<file path="config.mk">
export PLATFORM = sky130hd
export DESIGN_NAME = hazard_ctrl_flat
export DESIGN_NICKNAME = d
export VERILOG_FILES = /design/src/rtl/hazard_ctrl_if.sv /design/src/rtl/hazard_ctrl.sv /design/src/flat_wrapper.sv
export SDC_FILE = /design/constraint.sdc
export NUM_CORES = 1
export LEC_CHECK = 0
export ABC_AREA = 1
export CORE_AREA = 5 5 61 63
export CTS_CLUSTER_SIZE = 25
export DETAILED_ROUTE_END_ITERATION = 12
export DIE_AREA = 0 0 66 68
export DONT_BUFFER_PORTS = 1
export PLACE_DENSITY = 0.79
export SLEW_MARGIN = 20
export SYNTH_ARGS = -nofsm -noshare
export SYNTH_HDL_FRONTEND = slang
export SYNTH_SLANG_ARGS = --single-unit
</file>
<file path="constraint.sdc">
create_clock -name clk -period 2.9 [get_ports clk]
set_input_delay 0.435 -clock clk [delete_from_list [all_inputs] [get_ports clk]]
set_output_delay 0.435 -clock clk [all_outputs]
set_load 0.05 [all_outputs]
</file>
<file path="src/rtl/hazard_ctrl_if.sv">
// rtl/hazard_ctrl_if.sv - datapath-side signal bundle for the pipeline hazard sequencer
interface hazard_ctrl_if;
   logic [4:0]  rs1_d;
   logic [4:0]  rs2_d;
   logic [4:0]  rs1_e;
   logic [4:0]  rs2_e;
   logic [4:0]  rd_e;
   logic [1:0]  result_src_e;
   logic        pc_src_e;
   logic [4:0]  rd_m;
   logic [4:0]  rd_w;
   logic        regwrite_m;
   logic        regwrite_w;
   logic        dmem_req_m;
   logic        dmem_ready_m;
   logic        stall_f;
   logic        stall_d;
   logic        stall_e;
   logic        stall_m;
   logic        flush_d;
   logic        flush_e;
   logic        flush_w;
   logic [1:0]  forward_a_e;
   logic [1:0]  forward_b_e;
   logic        mem_timeout;
   logic [31:0] ldstall_cnt;
   logic [31:0] flush_cnt;
   logic [31:0] memwait_cnt;

   // Datapath side: supplies stage indices and control bits, consumes pipeline controls
   modport master (
      output rs1_d, rs2_d, rs1_e, rs2_e, rd_e, result_src_e, pc_src_e,
             rd_m, rd_w, regwrite_m, regwrite_w, dmem_req_m, dmem_ready_m,
      input  stall_f, stall_d, stall_e, stall_m, flush_d, flush_e, flush_w,
             forward_a_e, forward_b_e, mem_timeout,
             ldstall_cnt, flush_cnt, memwait_cnt
   );

   // Sequencer side
   modport slave (
      input  rs1_d, rs2_d, rs1_e, rs2_e, rd_e, result_src_e, pc_src_e,
             rd_m, rd_w, regwrite_m, regwrite_w, dmem_req_m, dmem_ready_m,
      output stall_f, stall_d, stall_e, stall_m, flush_d, flush_e, flush_w,
             forward_a_e, forward_b_e, mem_timeout,
             ldstall_cnt, flush_cnt, memwait_cnt
   );
endinterface

</file>
<file path="src/rtl/hazard_ctrl.sv">
// rtl/hazard_ctrl.sv - 5-stage RV32I stall/flush/forwarding sequencer with memory-wait watchdog
// Optional performance counters: define HAZARD_PERF_CNT_EN.
module hazard_ctrl #(
   parameter int MEM_TIMEOUT = 64,
   parameter int CNT_W       = 7
) (
   input logic          clk,
   input logic          clear,
   hazard_ctrl_if.slave hz
);

   typedef enum logic [1:0] {
      RUN      = 2'b00,
      MEM_WAIT = 2'b01,
      TIMEOUT  = 2'b10
   } state_t;

   state_t             state, state_nx;
   logic [CNT_W-1:0]   wait_cnt, wait_cnt_nx;
   logic               timeout_q;

   logic               mwait;
   logic               redirect;
   logic               load_use;
   logic               stall_f, stall_d, stall_e, stall_m;
   logic               flush_d, flush_e, flush_w;
   logic [1:0]         fwd_a, fwd_b;

   // A pending data-memory access freezes the whole pipeline, including E's redirect
   assign mwait    = hz.dmem_req_m && !hz.dmem_ready_m;
   assign redirect = !mwait && hz.pc_src_e;
   // A wrong-path instruction in D never needs a load-use stall, hence !pc_src_e
   assign load_use = !mwait && !hz.pc_src_e && (hz.result_src_e == 2'b01) &&
                     (hz.rd_e != 5'd0) &&
                     ((hz.rd_e == hz.rs1_d) || (hz.rd_e == hz.rs2_d));

   // E-stage operand forwarding; the younger M result wins over W
   always_comb begin
      fwd_a = 2'b00;
      fwd_b = 2'b00;
      if (!clear) begin
         if (hz.regwrite_m && (hz.rd_m != 5'd0) && (hz.rd_m == hz.rs1_e))
            fwd_a = 2'b10;
         else if (hz.regwrite_w && (hz.rd_w != 5'd0) && (hz.rd_w == hz.rs1_e))
            fwd_a = 2'b01;
         if (hz.regwrite_m && (hz.rd_m != 5'd0) && (hz.rd_m == hz.rs2_e))
            fwd_b = 2'b10;
         else if (hz.regwrite_w && (hz.rd_w != 5'd0) && (hz.rd_w == hz.rs2_e))
            fwd_b = 2'b01;
      end
   end

   // Next-state and wait-cycle counting for the memory-wait watchdog
   always_comb begin
      state_nx    = state;
      wait_cnt_nx = wait_cnt;
      case (state)
         RUN: begin
            if (mwait) begin
               state_nx    = MEM_WAIT;
               wait_cnt_nx = CNT_W'(1);
            end
         end
         MEM_WAIT: begin
            if (!mwait) begin
               state_nx    = RUN;
               wait_cnt_nx = '0;
            end else if (wait_cnt == CNT_W'(MEM_TIMEOUT)) begin
               state_nx    = TIMEOUT;
            end else begin
               wait_cnt_nx = wait_cnt + CNT_W'(1);
            end
         end
         TIMEOUT: begin
            state_nx = TIMEOUT;
         end
         default: begin
            state_nx    = RUN;
            wait_cnt_nx = '0;
         end
      endcase
   end

   // Stall/flush decode: reset bubbles, timeout freeze, then mwait > redirect > load-use
   always_comb begin
      stall_f = 1'b0;
      stall_d = 1'b0;
      stall_e = 1'b0;
      stall_m = 1'b0;
      flush_d = 1'b0;
      flush_e = 1'b0;
      flush_w = 1'b0;
      if (clear) begin
         flush_d = 1'b1;
         flush_e = 1'b1;
      end else if (state == TIMEOUT) begin
         stall_f = 1'b1;
         stall_d = 1'b1;
         stall_e = 1'b1;
         stall_m = 1'b1;
         flush_w = 1'b1;
      end else if (mwait) begin
         stall_f = 1'b1;
         stall_d = 1'b1;
         stall_e = 1'b1;
         stall_m = 1'b1;
         flush_w = 1'b1;
      end else if (redirect) begin
         flush_d = 1'b1;
         flush_e = 1'b1;
      end else if (load_use) begin
         stall_f = 1'b1;
         stall_d = 1'b1;
         flush_e = 1'b1;
      end
   end

   // State register, wait counter and sticky timeout flag
   always_ff @(posedge clk or posedge clear) begin
      if (clear) begin
         state     <= RUN;
         wait_cnt  <= '0;
         timeout_q <= 1'b0;
      end else begin
         state     <= state_nx;
         wait_cnt  <= wait_cnt_nx;
         timeout_q <= timeout_q || (state_nx == TIMEOUT);
      end
   end

   assign hz.stall_f     = stall_f;
   assign hz.stall_d     = stall_d;
   assign hz.stall_e     = stall_e;
   assign hz.stall_m     = stall_m;
   assign hz.flush_d     = flush_d;
   assign hz.flush_e     = flush_e;
   assign hz.flush_w     = flush_w;
   assign hz.forward_a_e = fwd_a;
   assign hz.forward_b_e = fwd_b;
   assign hz.mem_timeout = timeout_q;

`ifdef HAZARD_PERF_CNT_EN
   logic [31:0] ldstall_q, flush_q, memwait_q;

   // Event counters: load-use is the only stall_d without stall_m; outside
   // reset, flush_d comes only from a redirect
   always_ff @(posedge clk or posedge clear) begin
      if (clear) begin
         ldstall_q <= 32'd0;
         flush_q   <= 32'd0;
         memwait_q <= 32'd0;
      end else begin
         if (stall_d && !stall_m) ldstall_q <= ldstall_q + 32'd1;
         if (flush_d)             flush_q   <= flush_q + 32'd1;
         if (stall_m)             memwait_q <= memwait_q + 32'd1;
      end
   end

   assign hz.ldstall_cnt = ldstall_q;
   assign hz.flush_cnt   = flush_q;
   assign hz.memwait_cnt = memwait_q;
`else
   assign hz.ldstall_cnt = 32'd0;
   assign hz.flush_cnt   = 32'd0;
   assign hz.memwait_cnt = 32'd0;
`endif

endmodule

</file>
<file path="src/flat_wrapper.sv">
// flat-port wrapper written by rule: the top's interface ports become plain ports
module hazard_ctrl_flat 
#(
   parameter int MEM_TIMEOUT = 64,
   parameter int CNT_W       = 7
)
  (clk, clear, hz_rs1_d, hz_rs2_d, hz_rs1_e, hz_rs2_e, hz_rd_e, hz_result_src_e, hz_pc_src_e, hz_rd_m, hz_rd_w, hz_regwrite_m, hz_regwrite_w, hz_dmem_req_m, hz_dmem_ready_m, hz_stall_f, hz_stall_d, hz_stall_e, hz_stall_m, hz_flush_d, hz_flush_e, hz_flush_w, hz_forward_a_e, hz_forward_b_e, hz_mem_timeout, hz_ldstall_cnt, hz_flush_cnt, hz_memwait_cnt);
  hazard_ctrl_if hz_i ();
  input logic clk;
  input logic clear;
  input wire logic [$bits(hz_i.rs1_d)-1:0] hz_rs1_d;
  input wire logic [$bits(hz_i.rs2_d)-1:0] hz_rs2_d;
  input wire logic [$bits(hz_i.rs1_e)-1:0] hz_rs1_e;
  input wire logic [$bits(hz_i.rs2_e)-1:0] hz_rs2_e;
  input wire logic [$bits(hz_i.rd_e)-1:0] hz_rd_e;
  input wire logic [$bits(hz_i.result_src_e)-1:0] hz_result_src_e;
  input wire logic [$bits(hz_i.pc_src_e)-1:0] hz_pc_src_e;
  input wire logic [$bits(hz_i.rd_m)-1:0] hz_rd_m;
  input wire logic [$bits(hz_i.rd_w)-1:0] hz_rd_w;
  input wire logic [$bits(hz_i.regwrite_m)-1:0] hz_regwrite_m;
  input wire logic [$bits(hz_i.regwrite_w)-1:0] hz_regwrite_w;
  input wire logic [$bits(hz_i.dmem_req_m)-1:0] hz_dmem_req_m;
  input wire logic [$bits(hz_i.dmem_ready_m)-1:0] hz_dmem_ready_m;
  output wire logic [$bits(hz_i.stall_f)-1:0] hz_stall_f;
  output wire logic [$bits(hz_i.stall_d)-1:0] hz_stall_d;
  output wire logic [$bits(hz_i.stall_e)-1:0] hz_stall_e;
  output wire logic [$bits(hz_i.stall_m)-1:0] hz_stall_m;
  output wire logic [$bits(hz_i.flush_d)-1:0] hz_flush_d;
  output wire logic [$bits(hz_i.flush_e)-1:0] hz_flush_e;
  output wire logic [$bits(hz_i.flush_w)-1:0] hz_flush_w;
  output wire logic [$bits(hz_i.forward_a_e)-1:0] hz_forward_a_e;
  output wire logic [$bits(hz_i.forward_b_e)-1:0] hz_forward_b_e;
  output wire logic [$bits(hz_i.mem_timeout)-1:0] hz_mem_timeout;
  output wire logic [$bits(hz_i.ldstall_cnt)-1:0] hz_ldstall_cnt;
  output wire logic [$bits(hz_i.flush_cnt)-1:0] hz_flush_cnt;
  output wire logic [$bits(hz_i.memwait_cnt)-1:0] hz_memwait_cnt;
  assign hz_i.rs1_d = hz_rs1_d;
  assign hz_i.rs2_d = hz_rs2_d;
  assign hz_i.rs1_e = hz_rs1_e;
  assign hz_i.rs2_e = hz_rs2_e;
  assign hz_i.rd_e = hz_rd_e;
  assign hz_i.result_src_e = hz_result_src_e;
  assign hz_i.pc_src_e = hz_pc_src_e;
  assign hz_i.rd_m = hz_rd_m;
  assign hz_i.rd_w = hz_rd_w;
  assign hz_i.regwrite_m = hz_regwrite_m;
  assign hz_i.regwrite_w = hz_regwrite_w;
  assign hz_i.dmem_req_m = hz_dmem_req_m;
  assign hz_i.dmem_ready_m = hz_dmem_ready_m;
  assign hz_stall_f = hz_i.stall_f;
  assign hz_stall_d = hz_i.stall_d;
  assign hz_stall_e = hz_i.stall_e;
  assign hz_stall_m = hz_i.stall_m;
  assign hz_flush_d = hz_i.flush_d;
  assign hz_flush_e = hz_i.flush_e;
  assign hz_flush_w = hz_i.flush_w;
  assign hz_forward_a_e = hz_i.forward_a_e;
  assign hz_forward_b_e = hz_i.forward_b_e;
  assign hz_mem_timeout = hz_i.mem_timeout;
  assign hz_ldstall_cnt = hz_i.ldstall_cnt;
  assign hz_flush_cnt = hz_i.flush_cnt;
  assign hz_memwait_cnt = hz_i.memwait_cnt;
  hazard_ctrl #(.MEM_TIMEOUT(MEM_TIMEOUT), .CNT_W(CNT_W)) u_core (.clk(clk), .clear(clear), .hz(hz_i));
endmodule
</file>
==> metrics.txt, run 1 <==
vias around 1,500; min Tclk post-route between 2 and 2.5 ns; Die Y 68 um; Data arrival, critical path between 1.5 and 2 ns; largest net degree at the start of global routing 13; Slew Limit Fails 0; Max IR drop VDD 0.275 mV; Synth Cell Area 1930 sq um; DRC 0; post-synthesis sequential area ratio 0.130; Mean Syn Cell Area 6.49 sq um; H-Tree Depth 1; area of the multi-input gates 1160 sq um; FFs w/ async S/R, synth 1.00; Clock Path Buffers 2; io pins 152; router iterations before antenna repair 4; Global Route Usage Sum 0.145; initial antenna violation count 0; Worst-path clk slew 0.06 ns; crit end category output pin; # Post-CTS Setup Buffers 0; Crit Path Max Fanout 4; Worst EP required 2.47 ns; EDFF count, synth 0; Setup Viol. Count Final 0; Cell Chain, Critical Path inv_1, nand2_1, nand2_1, inv_2, nor2_4, inv_1, nand2_1, buf_12; DRT iter0 DRCs 36; wire per inst 10.4 um; Nets about 350; RD Place Congestion between 0.8 and 0.9; Buf/Inv on CP 4; type of the worst min-delay path in2async; core region area 3180 sq um; pwr/cell area 350 nW/um^2; Post-CTS Resized 0; clk sinks 10; fmax 458 MHz; most common cell in the synthesized netlist buf_4; row cnt 21; CP top delay family simple AND/OR/NAND/NOR gates; IO buf count 0; status finished, final reports clean; via/cell ratio 4.18; vias in the first global route roughly 1,200; final wirelength 3660 um; post-synth top area cell buf_4; area grow syn2layout -10.6%; Final HPWL DP 3400 um; first-pass GRT wire length 5200 um; Placed Cells 347; RSZ-0062 raised after global routing false; critical path's largest stage delay 0.42 ns; Post-CTS Hold Buffers 0; Setup crit start kind register; clk_lat worst skew 0.25 ns; Clock Tree Root clkbuf_4; Lkg Pwr 0.994 nW; worst r2r src u_core.wait_cnt[0]$_DFFE_PP0P_; Yosys cell types 25; final setup TNS 0 ns; CTS tree done; fin cells 350; max_cap viols 0; # diodes 0; DIE WIDTH 66 um; number of CTS-inserted buffers 3; final period utilization 0.752; cell count after synthesis 297; endpoints failing hold 0; layout cells sized above 1 0.0855; cell mode on critical path nand2_1; ys flop type dfrtp_1; Synth Warn # 0; DIE AREA approximately 4500 sq um; Reg area 250 sq um; crit path kind reg2out; Synth top area share 0.386; Synth area leaders buf_4 39%, dfrtp_1 13%, nand2_1 9.7%; Starting Density 0.606; #FFs+latches synth 10; Antenna Violating Nets Remaining 0; Worst Setup SP u_core.state[0]$_DFF_PP0_; commonest cells in the netlist 99 x buf_4, 50 x nand2_1, 37 x inv_1; FILL cells 316; CP max stage cell dfrtp_1; Final Skew 0.00500 ns; remaining global-route overflow 0
==> cells in the final DEF (no fill, tap or decap) <==
cell type / count
a21oi_1: 5
a22oi_1: 1
buf_12: 2
buf_4: 6
clkbuf_4: 3
conb_1: 96
dfrtp_1: 10
ha_1: 2
inv_1: 37
inv_2: 1
inv_4: 1
nand2_1: 50
nand2_2: 2
nand3_1: 19
nand4_1: 5
nor2_1: 21
nor2_2: 2
nor2_4: 2
nor3_1: 3
nor4_2: 2
o21ai_0: 8
o21ai_1: 2
o21ai_2: 2
o21ai_4: 1
or2_1: 1
or2_2: 2
xnor2_1: 18
==> flip-flops by register name, summed over array words and instances, names as in the netlist <==
signal,cells
u_core.wait_cnt,7
u_core.state,2
u_core.hz.mem_timeout,1
==> layer usage <==
| metal | wire length (um) | GRT usage | up-vias |
|---|---|---|---|
| met2 | 1970 | 0.292 | 83 |
| li1 | - | - | 732 |
| met4 | 43 | 0.0431 | 0 |
| met5 | 0 | 0 | - |
| met1 | 1200 | 0.149 | 645 |
| met3 | 441 | 0.0296 | 4 |
==> cell type report <==
| class | instances | share of cell area |
|---|---|---|
| clock buffer | 3 | 0.0131 |
| inverter | 39 | 0.0864 |
| multi-input combinational | 244 | 0.672 |
| sequential | 10 | 0.145 |
| tap | 46 | 0.0334 |
| timing repair buffer | 8 | 0.0494 |
==> final timing paths <==
check,endpoint,slack (ns),depth (start not counted)
min reg2reg,u_core.state[0]$_DFF_PP0_,0.55,1
max reg2reg,u_core.wait_cnt[6]$_DFFE_PP0P_,1.44,9
max in group asynchronous,u_core.wait_cnt[5]$_DFFE_PP0P_,2.57,1
min,u_core.state[1]$_DFF_PP0_,0.05,1
min in group clk,u_core.state[0]$_DFF_PP0_,0.41,3
max,hz_stall_d,0.72,8
==> power breakdown <==
group / internal, mW / switching (mW)
Combinational: 0.0441 / 0.335
Clock: 0.0473 / 0.0366
Sequential: 0.140 / 0
==> stage by stage <==
step | setup WS [ns] | cell area, sq um | power (mW) | hold slack, ns | utilization
2_1_floorplan | 0.311 | 2280 | 0.599 | 0.287 | -
6_report | 0.718 | 1720 | 0.602 | 0.0503 | 0.542
3_3_place_gp | 0.912 | 1700 | 0.514 | 0.323 | 0.535
4_1_cts | 0.709 | 1720 | 0.604 | 0.0485 | 0.542
5_1_grt | 0.616 | 1720 | 0.632 | 0.0724 | 0.542
3_5_place_dp | 0.890 | 1700 | 0.517 | 0.327 | 0.535
==> kinds of logic after synthesis <==
group,share of synthesized area
AOI/OAI and AO/OA,0.0604
xor gates and xnor gates,0.0818
adders and majority gates,0.0130
buffers and inverters,0.463
DFF,0.130
other,0.00195
and+or+nand+nor,0.250
(Power assumes the default switching activity.)
==> run 2: changes to the inputs <==
--- a/config.mk
+++ b/config.mk
@@ -5,13 +5,13 @@
 export SDC_FILE = /design/constraint.sdc
 export NUM_CORES = 1
 export LEC_CHECK = 0
-export ABC_AREA = 1
+export ABC_AREA = 0
 export CORE_AREA = 5 5 61 63
 export CTS_CLUSTER_SIZE = 25
 export DETAILED_ROUTE_END_ITERATION = 12
 export DIE_AREA = 0 0 66 68
 export DONT_BUFFER_PORTS = 1
-export PLACE_DENSITY = 0.79
+export PLACE_DENSITY = 0.76
 export SLEW_MARGIN = 20
 export SYNTH_ARGS = -nofsm -noshare
 export SYNTH_HDL_FRONTEND = slang
==> constraint.sdc (replaced) <==
create_clock -name clk -period 2 [get_ports clk]
set_input_delay 0.3 -clock clk [delete_from_list [all_inputs] [get_ports clk]]
set_output_delay 0.3 -clock clk [all_outputs]
set_load 0.05 [all_outputs]
==> run 2 against run 1 <==
Effect of this change:
- via count decreased by 23%
- clock power increased by 120%
- sequential power increased by 54%
- synthesized area decreased by 9.4%
- worst hold slack improved by 0.28 ns
- global-route usage decreased by 2.5 points
- count of clock-buffer cells in the layout increased by 1
- wire length decreased by 11%
- worst setup slack got worse by 0.58 ns
- sequential share of layout area increased by 1.1 points
- non-clock buffer count increased by 2
- design area decreased by 6.9%
- highest routed layer unchanged
==> metrics.txt, run 2 <==
number of CTS-inserted buffers 3; fmax 536 MHz; type of the worst min-delay path in2reg; #FFs+latches synth 10; Lkg Pwr about 0.76 nW; Nets 275; Max IR drop VDD 0.361 mV; io pins 152; Worst-path clk slew 0.07 ns; largest net degree at the start of global routing 11; Final HPWL DP 2940 um; RD Place Congestion 0.810; DIE AREA 4490 sq um; Gate power share 0.582; Crit Path Max Fanout 4; ys flop type dfrtp_1; clk_lat worst skew 0.27 ns; initial antenna violation count 0; Die Y 68 um; min Tclk post-route around 1.9 ns; Mean Syn Cell Area 7.90 sq um; post-synthesis sequential area ratio 0.143; Slew Limit Fails 0; status finished, final reports clean; Largest register FFs 7; # Post-CTS Setup Buffers 0; IO buf count 0; clk sinks 10; Worst EP required about 1.7 ns; Synth Warn # 0; RSZ-0062 raised after global routing false; max_cap viols 0; final period utilization 0.933; Buf/Inv on CP 1; Global Route Usage Sum 0.120; switching pwr 560 uW; Placed Cells 269; first-pass GRT wire length around 4200 um; total internal power 389 uW; wire per inst 11.9 um; Cell Chain, Critical Path or4_1, o21ai_2, nor3_2, nor4_4, buf_12; Clock Path Buffers 2; Synth top area share 0.426; endpoints failing hold 0; pwr/cell area 591 nW/um^2; Switching Fraction 0.590; crit end category output pin; post-place setup slack 0.136 ns; Clock Tree Root clkbuf_4; Final Skew 0.00577 ns; most common cell in the synthesized netlist buf_4; Setup Viol. Count Final 0; leading cell type in the layout, fill and taps excluded conb_1; FFs w/ async S/R, synth 1.00; # diodes 0; crit path kind in2out; FILL cells 311; Synth area leaders buf_4 43%, dfrtp_1 14%, xor2_1 10%; CP top delay family simple AND/OR/NAND/NOR gates; fin cells roughly 270; Post-CTS Resized 0; remaining global-route overflow 0; EDFF count, synth 0; vias 1,122; router iterations before antenna repair 2; Starting Density 0.549; Antenna Violating Nets Remaining 0; core region area 3180 sq um; H-Tree Depth 1; via/cell ratio 4.09; DRC 0; vias in the first global route 923; CTS tree done; Data arrival, critical path approximately 1.6 ns; Yosys cell types 35; CP max stage cell or4_1; Synth Cell Area 1750 sq um; cell count after synthesis approximately 220; commonest cells in the netlist 99 x buf_4, 20 x xor2_1, 14 x xnor2_1; Reg with most FFs u_core.wait_cnt; clock power share 0.192; area grow syn2layout -8.10%; post-synth top area cell buf_4; DIE WIDTH 66 um; critical path's largest stage delay around 0.52 ns; most frequent cells in the layout 96 x conb_1, 20 x xor2_1, 14 x xnor2_1; Reg power frac 0.226; row cnt 21; layout cells sized above 1 0.114; Setup crit start kind input pin; final wirelength 3250 um; DRT iter0 DRCs 18; final worst setup slack approximately 0.13 ns
-- run 2: cell types whose count changed after synthesis, sizes merged, moves of 4 or more --
cell	delta
inv	-33
o22ai	+5
a21oi	-4
xnor2	-4
nand2	-42
nand4	-4
nand3	-13
nor2	-17
o21ai	-9
xor2	+20
or4	+4
-- run 2: worst paths after layout --
path | start | to | slack (ns) | cells after the start
min reg2reg | u_core.wait_cnt[1]$_DFFE_PP0P_ | u_core.wait_cnt[1]$_DFFE_PP0P_ | 0.57 | 1
max in group asynchronous | clear | u_core.wait_cnt[2]$_DFFE_PP0P_ | 1.41 | 3
min | hz_dmem_ready_m | u_core.state[0]$_DFF_PP0_ | 0.33 | 2
min in group asynchronous | clear | u_core.wait_cnt[4]$_DFFE_PP0P_ | 0.45 | 3
max | hz_rd_m[0] | hz_forward_a_e[0] | 0.13 | 5
max reg2reg | u_core.wait_cnt[0]$_DFFE_PP0P_ | u_core.hz.mem_timeout$_DFF_PP0_ | 0.49 | 6
-- run 2: cells by family after synthesis --
logic type                 count (synthesis)  share of synthesized area
other                                      1                    0.00215
buffers and inverters                    108                      0.445
DFF                                       10                      0.143
xor gates and xnor gates                  34                      0.171
and+or+nand+nor                           48                      0.152
adders and majority gates                  2                     0.0143
AOI/OAI and AO/OA                         18                     0.0724
-- run 2: final cells by class --
class                      count  area (sq um)  area share
sequential                    10           250       0.156
clock buffer                   4          36.3      0.0226
inverter                       6          26.3      0.0164
tap                           46          57.6      0.0359
multi-input combinational    198          1120       0.697
timing repair buffer          10           115      0.0718
-- run 2: power groups by stage --
stage / clock network (mW) / logic, mW / registers [mW]
3_5_place_dp: 0 / 0.545 / 0.218
2_1_floorplan: 0 / 0.668 / 0.216
6_report: 0.182 / 0.552 / 0.215
3_3_place_gp: 0 / 0.543 / 0.217
5_1_grt: 0.195 / 0.577 / 0.215
4_1_cts: 0.186 / 0.547 / 0.214
-- run 2: routing by layer --
layer | GRT usage | up-vias | wire length (um)
li1 | - | 545 | -
met1 | 0.129 | 495 | 1010
met2 | 0.228 | 80 | 1690
met3 | 0.0361 | 2 | 533
met4 | 0.0305 | 0 | 17
met5 | 0 | - | 0
-- run 2: worst register-to-register path: cells and delay by family (launching register included) --
family          cells  cell delay (ns)
simple gates        3             0.59
flops               1             0.42
fa+ha+maj           1             0.18
compound gates      1             0.14
buf+inv             1             0.07
-- run 2: metrics by stage --
stage	setup TNS, ns	util	hold slack [ns]	instance area, sq um	power [mW]
finish	0	0.505	0.334	1600	0.948
CTS	0	0.505	0.329	1600	0.948
global route	0	0.505	0.361	1600	0.988
detailed placement	0	0.490	0.197	1560	0.763
floorplan	-0.151	-	0.0936	2140	0.884
global placement	0	0.490	0.191	1560	0.760
-- run 2: what timing repair did --
item                                    CTS  global route
hold buffers                              1             0
hold endpoints to repair                 10             0
endpoints found under the setup margin    0             0
==> run 3: changes to the inputs <==
--- a/config.mk
+++ b/config.mk
@@ -11,6 +11,7 @@
 export DETAILED_ROUTE_END_ITERATION = 12
 export DIE_AREA = 0 0 66 68
 export DONT_BUFFER_PORTS = 1
+export MAX_ROUTING_LAYER = met4
 export PLACE_DENSITY = 0.76
 export SLEW_MARGIN = 20
 export SYNTH_ARGS = -nofsm -noshare
==> run 3 against run 2 <==
Effect of this change:
- total power is essentially flat
- clock skew hardly changed
- sequential share of layout area is the same
- largest power group unchanged
- count of clock-buffer cells in the layout unchanged
- critical path type unchanged
==> metrics.txt, run 3 (synthesis gave the netlist of run 2 again) <==
status finished, final reports clean; layout cells sized above 1 0.114; crit path kind in2out; Max IR drop VDD 0.361 mV; # diodes 0; sink of the worst hold path u_core.state[0]$_DFF_PP0_; Setup crit start kind input pin; final setup TNS 0 ns; Final Skew between 0.005 and 0.006 ns; Final HPWL DP approximately 3000 um; initial antenna violation count 0; largest net degree at the start of global routing 11; clk sinks 10; number of CTS-inserted buffers 3; vias between 1,000 and 1,500; DIE AREA 4490 sq um; final wirelength 3250 um; Lkg Pwr 0.757 nW; DIE WIDTH 66 um; CTS tree done; Slew Limit Fails 0; vias in the first global route 922; final core utilization 0.505; Starting Density 0.549; final period utilization 0.933; DRT iter0 DRCs 22; hold path startpoint hz_dmem_ready_m; fmax 536 MHz; Crit Path Max Fanout 4; Global Route Usage Sum 0.123; io pins 152; max_cap viols 0; RSZ-0062 raised after global routing false; most frequent cells in the layout 96 x conb_1, 20 x xor2_1, 14 x xnor2_1; reg2reg end u_core.hz.mem_timeout$_DFF_PP0_; Die Y approximately 70 um; dpl cell area 1560 sq um; CP top delay family simple AND/OR/NAND/NOR gates; Clock Path Buffers 2; Clock Tree Root clkbuf_4; Worst-path clk slew 0.07 ns; via/cell ratio 4.09; RD Place Congestion 0.821; Worst Reg2Reg Path Length in Cells 6; Buf/Inv on CP 1; pwr/cell area ~590 nW/um^2; Data arrival, critical path 1.57 ns; area grow syn2layout -8.10%; row cnt 21; leading cell type in the layout, fill and taps excluded conb_1; remaining global-route overflow 0; Reg with most FFs u_core.wait_cnt; DRC 0; critical path's largest stage delay 0.52 ns; Setup Viol. Count Final 0; Antenna Violating Nets Remaining 0; router iterations before antenna repair 2; IO buf count 0; Worst EP required 1.70 ns; endpoints failing hold 0; Reg2Reg Setup Slack 0.49 ns; type of the worst min-delay path in2reg; Cell Chain, Critical Path or4_1, o21ai_2, nor3_2, nor4_4, buf_12; wire per inst between 10 and 15 um; Design Area, Final about 1600 sq um; first-pass GRT wire length 4240 um; worst r2r src u_core.wait_cnt[0]$_DFFE_PP0P_; core region area 3180 sq um; Hold Path Stages 2; Post-CTS Resized 0; crit end category output pin; H-Tree Depth 1; min Tclk post-route 1.87 ns; CP max stage cell or4_1; Largest register FFs 7; clk_lat worst skew between 0.2 and 0.3 ns; Nets about 280
run 3: cell counts in the layout (fill, tap and decap cells not counted):
No cell type changed its count.
run 3: layout make-up:
class | instances | area [sq um]
Multi-Input combinational cell | 198 | 1120
Timing Repair Buffer | 10 | 115
Tap cell | 46 | 57.6
Inverter | 6 | 26.3
Sequential cell | 10 | 250
Clock buffer | 4 | 36.3
Fill cell | 311 | 1580
run 3: worst max path at each step:
stage	start	end	slack [ns]	cells after the start
finish	hz_rd_m[0]	hz_forward_a_e[0]	0.13	5
global route	hz_rd_m[0]	hz_forward_b_e[0]	0.06	5
CTS	hz_rd_m[0]	hz_forward_a_e[0]	0.14	5
detailed placement	hz_rd_m[0]	hz_forward_a_e[0]	0.14	5
global placement	hz_rd_m[0]	hz_forward_b_e[0]	0.16	5
floorplan	hz_rd_m[0]	hz_forward_b_e[0]	-0.11	4
run 3: routing by layer:
metal	share of wire	GRT usage
met3	0.16	0.0361
met1	0.31	0.129
met4	0.0052	0.0305
met2	0.52	0.228
met5	0	-
run 3: through the flow:
step                      power, mW  std cells  setup slack (ns)  hold slack (ns)
final                         0.948        274             0.134            0.334
after global routing          0.988        274            0.0618            0.361
after CTS                     0.948        274             0.136            0.329
after detailed placement      0.763        269             0.136            0.197
after global placement        0.760        269             0.155            0.191
after floorplan               0.884        316            -0.110           0.0936
run 3: repair_timing:
action                    CTS  global route
hold endpoints to repair   10             0
setup buffers               0             0
hold buffers                1             0
run 3: report_power, final:
part	total [mW]	internal (mW)	switching [mW]
clock network	0.182	0.111	0.0712
logic	0.552	0.0706	0.482
registers	0.215	0.208	0.00676
total	0.948	0.389	0.560
